**src/rtl/universal_register_if.sv**
```systemverilog
// Control and observation bundle for universal_register: the master side drives
// the operation controls, and the slave side returns the register state.
interface universal_register_if #(
  parameter int WIDTH = 8
);

  logic             en;
  logic [2:0]       mode;
  logic [WIDTH-1:0] d;
  logic [WIDTH-1:0] j;
  logic [WIDTH-1:0] k;
  logic             ser_in;
  logic [WIDTH-1:0] q;
  logic [WIDTH-1:0] qbar;
  logic             ser_out;
  logic             changed;

  modport master (
    output en, mode, d, j, k, ser_in,
    input  q, qbar, ser_out, changed
  );

  modport slave (
    input  en, mode, d, j, k, ser_in,
    output q, qbar, ser_out, changed
  );

endinterface

```
**src/rtl/universal_register.sv**
```systemverilog
// Multi-mode WIDTH-bit register: hold, load, JK, toggle, shift and rotate.
// It also provides a registered shift-out bit and a one-cycle "value changed" flag.
module universal_register #(
  parameter int               WIDTH       = 8,
  parameter logic [WIDTH-1:0] RESET_VALUE = '0
) (
  input logic                   clk,
  input logic                   reset,
  universal_register_if.slave   bus
);

  typedef enum logic [2:0] {
    MODE_HOLD   = 3'b000,
    MODE_LOAD   = 3'b001,
    MODE_JK     = 3'b010,
    MODE_TOGGLE = 3'b011,
    MODE_SHL    = 3'b100,
    MODE_SHR    = 3'b101,
    MODE_ROL    = 3'b110,
    MODE_ROR    = 3'b111
  } mode_e;

  mode_e            mode;
  logic [WIDTH-1:0] q_q, q_d;
  logic             ser_out_q, ser_out_d;
  logic             changed_q, changed_d;
  logic [WIDTH-1:0] shl_v, shr_v, rol_v, ror_v;

  assign mode = mode_e'(bus.mode);

  // A one-bit register has no neighbour bits: shifts take ser_in, and rotates leave q unchanged.
  generate
    if (WIDTH == 1) begin : g_narrow
      assign shl_v = bus.ser_in;
      assign shr_v = bus.ser_in;
      assign rol_v = q_q;
      assign ror_v = q_q;
    end else begin : g_wide
      assign shl_v = {q_q[WIDTH-2:0], bus.ser_in};
      assign shr_v = {bus.ser_in, q_q[WIDTH-1:1]};
      assign rol_v = {q_q[WIDTH-2:0], q_q[WIDTH-1]};
      assign ror_v = {q_q[0], q_q[WIDTH-1:1]};
    end
  endgenerate

  always_comb begin
    // NOTE: every output of this block gets a default first, so no path can infer a latch.
    q_d       = q_q;
    ser_out_d = ser_out_q;
    if (bus.en) begin
      unique case (mode)
        MODE_HOLD:   q_d = q_q;
        MODE_LOAD:   q_d = bus.d;
        MODE_JK:     q_d = (bus.j & ~q_q) | (~bus.k & q_q);
        MODE_TOGGLE: q_d = q_q ^ bus.d;
        MODE_SHL: begin
          q_d       = shl_v;
          ser_out_d = q_q[WIDTH-1];
        end
        MODE_SHR: begin
          q_d       = shr_v;
          ser_out_d = q_q[0];
        end
        MODE_ROL: begin
          q_d       = rol_v;
          ser_out_d = q_q[WIDTH-1];
        end
        MODE_ROR: begin
          q_d       = ror_v;
          ser_out_d = q_q[0];
        end
      endcase
    end
    changed_d = (q_d != q_q);
  end

  // NOTE: sequential state uses non-blocking assignments only, and the reset is asynchronous (in the sensitivity list).
  always_ff @(posedge clk or posedge reset) begin
    if (reset) begin
      q_q       <= RESET_VALUE;
      ser_out_q <= 1'b0;
      changed_q <= 1'b0;
    end else begin
      q_q       <= q_d;
      ser_out_q <= ser_out_d;
      changed_q <= changed_d;
    end
  end

  assign bus.q       = q_q;
  assign bus.qbar    = ~q_q;
  assign bus.ser_out = ser_out_q;
  assign bus.changed = changed_q;

endmodule
```
**src/flat_wrapper.sv**
```systemverilog
// flat-port wrapper written by rule: the top's interface ports become plain ports
module universal_register_flat 
#(
  parameter int               WIDTH       = 8,
  parameter logic [WIDTH-1:0] RESET_VALUE = '0
)
  (clk, reset, bus_en, bus_mode, bus_d, bus_j, bus_k, bus_ser_in, bus_q, bus_qbar, bus_ser_out, bus_changed);
  universal_register_if #(.WIDTH(WIDTH)) bus_i ();
  input logic clk;
  input logic reset;
  input wire logic [$bits(bus_i.en)-1:0] bus_en;
  input wire logic [$bits(bus_i.mode)-1:0] bus_mode;
  input wire logic [$bits(bus_i.d)-1:0] bus_d;
  input wire logic [$bits(bus_i.j)-1:0] bus_j;
  input wire logic [$bits(bus_i.k)-1:0] bus_k;
  input wire logic [$bits(bus_i.ser_in)-1:0] bus_ser_in;
  output wire logic [$bits(bus_i.q)-1:0] bus_q;
  output wire logic [$bits(bus_i.qbar)-1:0] bus_qbar;
  output wire logic [$bits(bus_i.ser_out)-1:0] bus_ser_out;
  output wire logic [$bits(bus_i.changed)-1:0] bus_changed;
  assign bus_i.en = bus_en;
  assign bus_i.mode = bus_mode;
  assign bus_i.d = bus_d;
  assign bus_i.j = bus_j;
  assign bus_i.k = bus_k;
  assign bus_i.ser_in = bus_ser_in;
  assign bus_q = bus_i.q;
  assign bus_qbar = bus_i.qbar;
  assign bus_ser_out = bus_i.ser_out;
  assign bus_changed = bus_i.changed;
  universal_register #(.WIDTH(WIDTH), .RESET_VALUE(RESET_VALUE)) u_core (.clk(clk), .reset(reset), .bus(bus_i));
endmodule
```
**config.mk**
```make
export PLATFORM = sky130hd
export DESIGN_NAME = universal_register_flat
export DESIGN_NICKNAME = d
export VERILOG_FILES = /design/src/rtl/universal_register_if.sv /design/src/rtl/universal_register.sv /design/src/flat_wrapper.sv
export SDC_FILE = /design/constraint.sdc
export NUM_CORES = 1
export LEC_CHECK = 0
export ABC_AREA = 0
export BUFFER_PORTS_ARGS = -buffer_cell sky130_fd_sc_hd__buf_2
export CORE_MARGIN = 2
export CORE_UTILIZATION = 30
export CTS_CLUSTER_DIAMETER = 200
export DETAILED_ROUTE_END_ITERATION = 16
export GPL_ROUTABILITY_DRIVEN = 1
export PLACE_DENSITY = 0.59
export SYNTH_ARGS = -nofsm -noshare
export SYNTH_HDL_FRONTEND = slang
export SYNTH_SLANG_ARGS = --single-unit
```
**constraint.sdc**
```tcl
create_clock -name clk -period 3 [get_ports clk]
set_input_delay 0.6 -clock clk [delete_from_list [all_inputs] [get_ports clk]]
set_output_delay 0.6 -clock clk [all_outputs]
set_load 0.05 [all_outputs]
```
# ---- After elaboration in Yosys (flattened, before gate mapping)
# Cells that the tools add are included.
dict set report op_classes {
  eq_ne 8
  muxes 3
  bitwise 6
  reduce_logical 5
}
# op n
set ops {}
lappend ops {{8-bit one-hot mux with 8 select lines} 1}
lappend ops {{8-bit bitwise AND} 2}
lappend ops {{8-bit inverter} 2}
lappend ops {{3-bit equality test, second input constant} 4}
lappend ops {{8-bit 2-to-1 mux} 1}
lappend ops {{8-bit inequality test} 1}
lappend ops {{8-bit OR} 1}
lappend ops {{8-bit bitwise XOR} 1}
lappend ops {{3-bit by 2-bit equality test with 1-bit output, second input constant} 2}
lappend ops {{2-bit OR reduction} 2}
lappend ops {{3-bit by 1-bit equality test with 1-bit output, second input constant} 1}
lappend ops {{3-bit logical NOT} 1}
lappend ops {{1-bit one-hot mux with 2 select lines} 1}
lappend ops {{2-bit AND reduction} 1}
lappend ops {{2-bit nonzero test} 1}
dict set report totals {
  register_bits 10
  inputBits 31
  output_inout_bits 18
  elab_cells 25
}

# ---- Depth between registers and ports, before layout
# Gate-level depths: netlist of the first run.
dict set report depth {
  depth_word 6
  depth_mapped 8
  mapped_depth_nobuf 6
}

# ---- Worst setup path before layout of the first run
# OpenSTA, ideal clock, no wires.
dict set report synth_path {
  path_kind {reg-to-reg}
  startpoint {register u_core.q_q[5], in the netlist u_core.bus.q[5]}
  endpoint {register u_core.changed_q, in the netlist u_core.bus.changed}
  setup_time_ns 0.129
  t_arrival_ns 2.536
  required_time_ns 2.871
  path_slack_ns 0.335
  path_stages_with_launch 7
  path_buffers 0
  synth_period_minus_slack_ns 2.665
  cell_sequence {dfrtp_1 inv_1 a22oi_1 o21ai_1 a211o_1 or4_1 a2111o_1}
}
dict set report synth_between {
  elab_chain_cells 6
  elab_cells_between_ends 8
  cone_classes {1 x eq/ne; 2 x mux; 5 x bitwise}
}
# item line_no
set synth_rtl {}
lappend synth_rtl {{start: declaration} universal_register.sv:24} ;# logic [WIDTH-1:0] q_q, q_d;
lappend synth_rtl {{start signal: assignment} universal_register.sv:84} ;# q_q <= q_d;
lappend synth_rtl {{8-bit inverter} -}
lappend synth_rtl {{via bus_qbar[5]} flat_wrapper.sv:18} ;# output wire logic [$bits(bus_i.qbar)-1:0] bus_qbar;
lappend synth_rtl {{8-bit bitwise AND} universal_register.sv:54} ;# MODE_JK: q_d = (bus.j & ~q_q) | (~bus.k & q_q);
lappend synth_rtl {{8-bit OR} universal_register.sv:54}
lappend synth_rtl {{8-bit one-hot mux with 8 select lines} universal_register.sv:51} ;# unique case (mode)
lappend synth_rtl {{8-bit 2-to-1 mux} universal_register.sv:50} ;# if (bus.en) begin
lappend synth_rtl {{8-bit inequality test} universal_register.sv:74} ;# changed_d = (q_d != q_q);
lappend synth_rtl {{via u_core.changed_d} universal_register.sv:26} ;# logic changed_q, changed_d;
lappend synth_rtl {{end signal: assignment} universal_register.sv:86} ;# changed_q <= changed_d;
lappend synth_rtl {{end: declaration} universal_register.sv:26}
# The timed path passes the listed nets, and every way through them passes these cells.
# A chain may end at the register's enable or synchronous reset.

# ---- Worst setup path after layout of the first run
dict set report layout_path {
  startpoint {input bus_mode[1]}
  endpoint {register u_core.changed_q, in the netlist u_core.bus.changed}
}
dict set report layout_between {
  elab_chain_cells 4
  elab_cells_between_ends 11
  cone_classes {8 x eq/ne; 2 x mux; 1 x reduce/logical}
}
# item line_no
set layout_rtl {}
lappend layout_rtl {{start: declaration} flat_wrapper.sv:12} ;# input wire logic [$bits(bus_i.mode)-1:0] bus_mode;
lappend layout_rtl {{3-bit equality test, or another cell as far along} universal_register.sv:51}
lappend layout_rtl {{8-bit one-hot mux with 8 select lines *} universal_register.sv:51}
lappend layout_rtl {{8-bit 2-to-1 mux *} universal_register.sv:50}
lappend layout_rtl {{8-bit inequality test *} universal_register.sv:74}
lappend layout_rtl {{via u_core.changed_d} universal_register.sv:26}
# Mark *: on every way through the listed nets, which the timed path passes. The rest lies on a longest branch.

==> key figures, run 1 <==
Clock network
  • Later-pin clock latency in the skew report: 0.24 ns
  • Clock buffers created by TritonCTS: 3
  • Buffers inserted by post-CTS timing repair: 0
  • Post-CTS Hold Fix Bufs: 0
  • Buffer levels on the longest clock path: 2
  • Count of instances resized after the clock tree is built: 0
  • CTS Root Buffer Type: clkbuf_8
  • TritonCTS clock tree: done
  • CTS H-tree lvls: 1
  • Clock tree sinks: 10
  • Clock-pin transition on the worst setup and hold timing paths: 0.05 ns

Timing
  • Highest achievable clock rate: 392 MHz
  • Final-report hold violation count: 0
  • Final critical-path required period: 2.55 ns
  • RSZ-0062 raised after global routing: no
  • Setup violators final: 0
  • Pins over their slew limit: 0
  • Setup_tns: 0 ns
  • Post-route setup slack: 0.447 ns
  • Max-slew headroom: 0.577
  • Worst slew pin tran: 0.634 ns
  • Final worst clock skew: 0.00320 ns
  • Post-route fraction of the period consumed by the critical path: 0.851

Global routing
  • First-pass GRT wire length: 5790 um
  • Antenna violations before repair: 0
  • All-layer global routing usage: 0.172
  • Largest net degree at the start of global routing: 18
  • Grt ovf: 0
  • Number of global-route vias before repair: 1178

Drt
  • Via count of the routed design: 1351
  • DRC: 0
  • Final antenna-violating net count: 0
  • Routed WL: 3670 um
  • Final routed wire length divided by cell count: 14.6 um
  • Count of TritonRoute iterations in the first routing pass: 4
  • Via density: 5.38
  • DR iter-0 viols: 56

Die
  • Floorplan die area: 4470 um^2
  • Die span in x: 66.8 um
  • Area of the placeable core: 3720 um^2
  • Number of core rows: 22
  • Initial core utilization: 0.319
  • Die boundary height: 66.8 um
  • Total I/O pin count: 49

Yosys
  • Most used DFF post-synth: dfrtp_1
  • Number of unique standard cell types used by synthesis: 50
  • Number of enable-type register cells in the synthesized netlist: 0
  • Leading area contributor after synthesis: dfrtp_1
  • Post-synthesis net count: 189
  • Main area contributors after synthesis: dfrtp_1 21%, a21oi_1 8.4%, nand2_1 7.3%, inv_1 4.1%, buf_6 3.8%
  • Most common library cells after synthesis: 23 x nand2_1, 20 x a21oi_1, 13 x inv_1, 10 x dfrtp_1, 6 x nand2b_1
  • Sequential fraction of the synthesis area: 0.211
  • Cell area after synthesis: 1180 um^2
  • Cells after Synth: 158
  • Most instantiated library cell after synthesis: nand2_1
  • Top cell type's share of synthesized area: 0.211
  • Share of flip-flops with an asynchronous set or reset after synthesis: 1.00
  • Synth Area per Inst: 7.50 um^2
  • Flip-flop and latch count after synthesis: 10
  • Number of warnings issued by yosys: 0

Setup path
  • Critical path capture point: u_core.bus.changed
  • FF-to-FF Start: u_core.bus.q[1]
  • Critical Path RT: 3.12 ns
  • Type of destination of the critical path: flop
  • Cells along the critical path: buf_2, nor3b_4, a32oi_2, a211o_1, or4_1, a2111o_1
  • Worst r2r dst: u_core.bus.changed
  • Reg2Reg Depth: 6
  • Worst setup path startpoint: bus_mode[1]
  • Critical path class: primary input to flop
  • Largest fanout on the critical path: 15
  • Delay of the slowest critical-path stage: 0.50 ns
  • Setup slack of the most critical reg-to-reg path: 0.67 ns
  • Critical path depth: 6
  • Top Family by Delay on Critical Path: simple AND/OR/NAND/NOR gates
  • Critical Path Slowest Stage Cell: or4_1
  • Worst path arrival time: 2.67 ns
  • CP Buf/Inv Count: 1
  • Critical Path Source Type: primary input

Finish
  • Post-layout util: 0.399
  • Area growth, synth to finish: 25.0%
  • Count of inserted antenna diode cells: 0
  • Layout net count: 236
  • Count of filler cells inserted in the layout: 422
  • Share of cells above drive strength 1: 0.330

Power
  • Clock share of power: 0.170
  • Proportion of power drawn by flip-flops and latches: 0.247
  • Share of power burned in combinational logic: 0.583
  • Cell-internal power: 403 uW
  • Largest vdd supply drop: 0.280 mV
  • Switching power of the nets: 452 uW
  • Leak Pwr: 0.701 nW
  • Power density cells: 577 nW/um^2
  • Switching share of power: 0.528

Job
  • Number of max-cap violations: 0

Placement
  • Sum of net half-perimeters after detailed placement: 2890 um
  • Count of port buffers added during placement: 48
  • Global placer's final weighted congestion: 0.857
  • Setup slack after placement: 0.189 ns

Run status
  • Outcome: completed

Hold path
  • Worst min-delay path class: primary input to async pin
power groups by stage:
stage	registers [mW]	logic [mW]	clock network (mW)
finish	0.211	0.498	0.145
detailed placement	0.214	0.499	0
global route	0.219	0.536	0.155
global placement	0.216	0.499	0
CTS	0.212	0.500	0.145
floorplan	0.290	0.305	0
how the worst min path moves through the flow:
stage                     slack (ns)            endpoint  cells after the start
after floorplan                 0.44  u_core.bus.changed                      1
after global placement          0.47  u_core.bus.ser_out                      2
after detailed placement        0.48  u_core.bus.ser_out                      2
after CTS                       0.36     u_core.bus.q[6]                      2
after global routing            0.38     u_core.bus.q[6]                      2
final                           0.34     u_core.bus.q[6]                      2
stage by stage:
stage	total power, mW	area (um^2)	std cells	hold WS (ns)
finish	0.855	1480	251	0.340
global route	0.910	1480	251	0.376
CTS	0.857	1480	251	0.360
detailed placement	0.712	1440	248	0.481
global placement	0.715	1440	248	0.470
floorplan	0.595	1180	158	0.440
sequential cells by signal, indices dropped and copies added, names as in the netlist:
signal,cells
u_core.bus.ser_out,1
u_core.bus.changed,1
u_core.bus.q,8
cell usage in the layout, fill, tap and decap left out, drive strengths merged, types with 2 or more instances in the layout:
| cell type | n |
|---|---|
| inv | 13 |
| a21oi | 20 |
| dfrtp | 10 |
| a21bo | 3 |
| a21boi | 2 |
| o2111a | 2 |
| and3 | 4 |
| nand2 | 24 |
| o22ai | 4 |
| or3 | 2 |
| nor3b | 2 |
| a32oi | 5 |
| o21ai | 6 |
| mux2 | 3 |
| xor2 | 3 |
| nand2b | 6 |
| a22oi | 3 |
| o211ai | 5 |
| nand3 | 3 |
| buf | 54 |
| o221ai | 2 |
| or2 | 2 |
| clkbuf | 3 |
| nor2 | 5 |
cells by family (layout without fill, tap and decap cells):
logic type | count (synthesis) | after routing | share of synthesized area
and+or+nand+nor | 53 | 53 | 0.235
muxes | 4 | 4 | 0.0370
AOI/OAI and AO/OA | 62 | 62 | 0.370
xor gates and xnor gates | 4 | 4 | 0.0296
DFF | 10 | 10 | 0.211
buffers and inverters | 25 | 70 | 0.117
final cells by class:
class | count | area [um^2] | share of cell area
Timing Repair Buffer | 54 | 285 | 0.193
Sequential cell | 10 | 250 | 0.169
Clock buffer | 3 | 41.3 | 0.0279
Inverter | 13 | 48.8 | 0.0329
Multi-Input combinational cell | 123 | 796 | 0.537
Tap cell | 48 | 60.1 | 0.0405
worst register-to-register path, cell delays in order, from the launching register on:
cell and delay [ns]:
dfrtp_1 0.46, or2_1 0.27, a32oi_2 0.25, a21oi_1 0.09, a211o_1 0.23, or4_1 0.50, a2111o_1 0.41
layer usage:
layer  track usage  vias up  share of wire
met5             0        -              0
met2         0.270       64           0.45
met4        0.0383        0         0.0084
met1         0.247      614           0.46
li1              -      668              -
met3        0.0236        5          0.083
Power figures use the tool's default switching activity.
==> inputs of run 2 (changes only) <==
--- a/config.mk
+++ b/config.mk
@@ -8,11 +8,11 @@
 export ABC_AREA = 0
 export BUFFER_PORTS_ARGS = -buffer_cell sky130_fd_sc_hd__buf_2
 export CORE_MARGIN = 2
-export CORE_UTILIZATION = 30
+export CORE_UTILIZATION = 42
 export CTS_CLUSTER_DIAMETER = 200
 export DETAILED_ROUTE_END_ITERATION = 16
 export GPL_ROUTABILITY_DRIVEN = 1
-export PLACE_DENSITY = 0.59
+export PLACE_DENSITY = 0.76
 export SYNTH_ARGS = -nofsm -noshare
 export SYNTH_HDL_FRONTEND = slang
 export SYNTH_SLANG_ARGS = --single-unit
==> key figures, run 2 (same netlist as run 1, synthesis figures left out) <==
Die
  • Area of the placeable core: 2710 um^2 (was 3720 um^2)
  • Die span in x: 57.1 um (was 66.8 um)
  • Total I/O pin count: 49 (unchanged)
  • Number of core rows: 19 (was 22)
  • Die boundary height: 57.1 um (was 66.8 um)
  • Floorplan die area: 3260 um^2 (was 4470 um^2)
  • Initial core utilization: 0.437 (was 0.319)

Drt
  • Via count of the routed design: 1354 (was 1351)
  • Count of TritonRoute iterations in the first routing pass: 4 (unchanged)
  • Highest routed metal layer: met4 (unchanged)
  • DRC: 0 (unchanged)
  • Via density: 5.76 (was 5.38)
  • Final antenna-violating net count: 0 (unchanged)
  • DR iter-0 viols: 49 (was 56)
  • Detail Route met3 WL: 225 um (was 304 um)
  • Final routed wire length divided by cell count: 14.6 um (about the same)
  • Metal1 wirelength: 1490 um (was 1670 um)
  • Met2 WL: 1670 um (was 1660 um)
  • Routed WL: 3440 um (was 3670 um)

Setup path
  • Worst path arrival time: 2.61 ns (was 2.67 ns)
  • Critical Path Source Type: primary input (unchanged)
  • Type of destination of the critical path: flop (unchanged)
  • Largest fanout on the critical path: 17 (was 15)
  • Critical Path RT: 3.18 ns (was 3.12 ns)
  • Critical path class: primary input to flop (unchanged)

Global routing
  • Number of global-route vias before repair: 1185 (was 1178)
  • All-layer global routing usage: 0.216 (was 0.172)
  • Antenna violations before repair: 0 (unchanged)
  • Grt ovf: 0 (unchanged)
  • First-pass GRT wire length: 5500 um (was 5790 um)
  • Largest net degree at the start of global routing: 20 (was 18)

Hold path
  • Worst min-delay path class: primary input to async pin (unchanged)

Placement
  • Global placer's final weighted congestion: 0.877 (was 0.857)
  • Sum of net half-perimeters after detailed placement: 2640 um (was 2890 um)
  • Area post-placement: 1420 um^2 (was 1440 um^2)
  • Count of port buffers added during placement: 48 (unchanged)

Finish
  • Post-Layout Inst Area: 1460 um^2 (was 1480 um^2)
  • Share of cells above drive strength 1: 0.333 (was 0.330)
  • Layout net count: 236 (unchanged)
  • Flip-flop count of the largest register, all copies and words added: 8 (unchanged)
  • Count of inserted antenna diode cells: 0 (unchanged)
  • Area growth, synth to finish: 22.8% (was 25.0%)
  • Most common library cell in the layout ignoring fill and taps: buf_2 (unchanged)
  • Highest-count cells in the layout ignoring fill and taps: 48 x buf_2, 23 x nand2_1, 20 x a21oi_1, 13 x inv_1, 10 x dfrtp_1 (unchanged)
  • Post-layout util: 0.537 (was 0.399)

Power
  • Leak Pwr: 0.700 nW (was 0.701 nW)
  • Share of power burned in combinational logic: 0.591 (was 0.583)
  • Power density cells: 578 nW/um^2 (was 577 nW/um^2)
  • Total power: 840 uW (was 855 uW)
  • Proportion of power drawn by flip-flops and latches: 0.250 (was 0.247)
  • Switching share of power: 0.538 (was 0.528)
  • Largest vdd supply drop: 0.421 mV (was 0.280 mV)
  • Switching power of the nets: 452 uW (about the same)
  • Cell-internal power: 388 uW (was 403 uW)
  • Clock share of power: 0.159 (was 0.170)

Timing
  • Max-slew headroom: 0.560 (was 0.577)
  • Final worst clock skew: 0.0116 ns (was 0.00320 ns)
  • Pins over their slew limit: 0 (unchanged)
  • Worst slew pin tran: 0.659 ns (was 0.634 ns)
  • Final-report hold violation count: 0 (unchanged)
  • Highest achievable clock rate: 410 MHz (was 392 MHz)
  • Smallest hold slack: 0.293 ns (was 0.340 ns)
  • Final critical-path required period: 2.44 ns (was 2.55 ns)
  • Setup violators final: 0 (unchanged)
  • Setup_tns: 0 ns (unchanged)
  • Post-route fraction of the period consumed by the critical path: 0.813 (was 0.851)
  • RSZ-0062 raised after global routing: no (unchanged)

Clock network
  • Clock buffers created by TritonCTS: 3 (unchanged)
  • Buffer levels on the longest clock path: 2 (unchanged)
  • CTS Root Buffer Type: clkbuf_4 (was clkbuf_8)
  • Clock-pin transition on the worst setup and hold timing paths: 0.09 ns (was 0.05 ns)
  • TritonCTS clock tree: done (unchanged)
  • Clock tree sinks: 10 (unchanged)
  • Later-pin clock latency in the skew report: 0.29 ns (was 0.24 ns)
  • Buffers inserted by post-CTS timing repair: 0 (unchanged)
  • CTS H-tree lvls: 1 (unchanged)
  • Post-CTS Hold Fix Bufs: 0 (unchanged)
  • Count of instances resized after the clock tree is built: 0 (unchanged)

Run status
  • Outcome: completed (unchanged)

Job
  • Number of max-cap violations: 0 (unchanged)
-- run 2: cell count changes in the layout (fill, tap and decap cells not counted), sizes merged --
cell	before	now
clkbuf	3	4
-- run 2: area by class of cell --
cell class | instances | area, um^2
Tap cell | 31 | 38.8
Fill cell | 269 | 1250
Multi-Input combinational cell | 123 | 796
Inverter | 13 | 48.8
Sequential cell | 10 | 250
Timing Repair Buffer | 54 | 285
Clock buffer | 4 | 36.3
-- run 2: stage by stage --
stage	std cells	setup WS (ns)
floorplan	158	0.335
global placement	231	0.317
detailed placement	231	0.279
CTS	235	0.580
global route	235	0.513
finish	235	0.562
-- run 2: final timing paths --
| kind | from | endpoint | slack, ns | cells past startpoint |
|---|---|---|---|---|
| max in group asynchronous | reset | u_core.bus.q[7] | 2.39 | 2 |
| max | bus_mode[2] | u_core.bus.changed | 0.56 | 6 |
| min in group clk | u_core.bus.ser_out | u_core.bus.ser_out | 0.51 | 2 |
| min reg2reg | u_core.bus.ser_out | u_core.bus.ser_out | 0.51 | 2 |
| min | reset | u_core.bus.q[2] | 0.29 | 2 |
| max reg2reg | u_core.bus.q[1] | u_core.bus.changed | 0.62 | 6 |
-- run 2: power groups by stage --
stage	clock network, mW	logic, mW	registers (mW)
global route	0.146	0.528	0.217
detailed placement	0	0.494	0.212
CTS	0.136	0.496	0.210
finish	0.134	0.497	0.210
floorplan	0	0.305	0.290
global placement	0	0.492	0.212
-- run 2: layer usage --
metal	vias up	GRT usage
met3	9	0.0522
li1	670	-
met4	0	0.0831
met1	622	0.287
met2	53	0.342
met5	-	0
-- run 2: worst max-delay path, stage by stage --
cell      delay, ns
buf_2          0.20
nor3b_4        0.40
a32oi_2        0.20
a211o_1        0.30
or4_1          0.50
a2111o_1       0.41
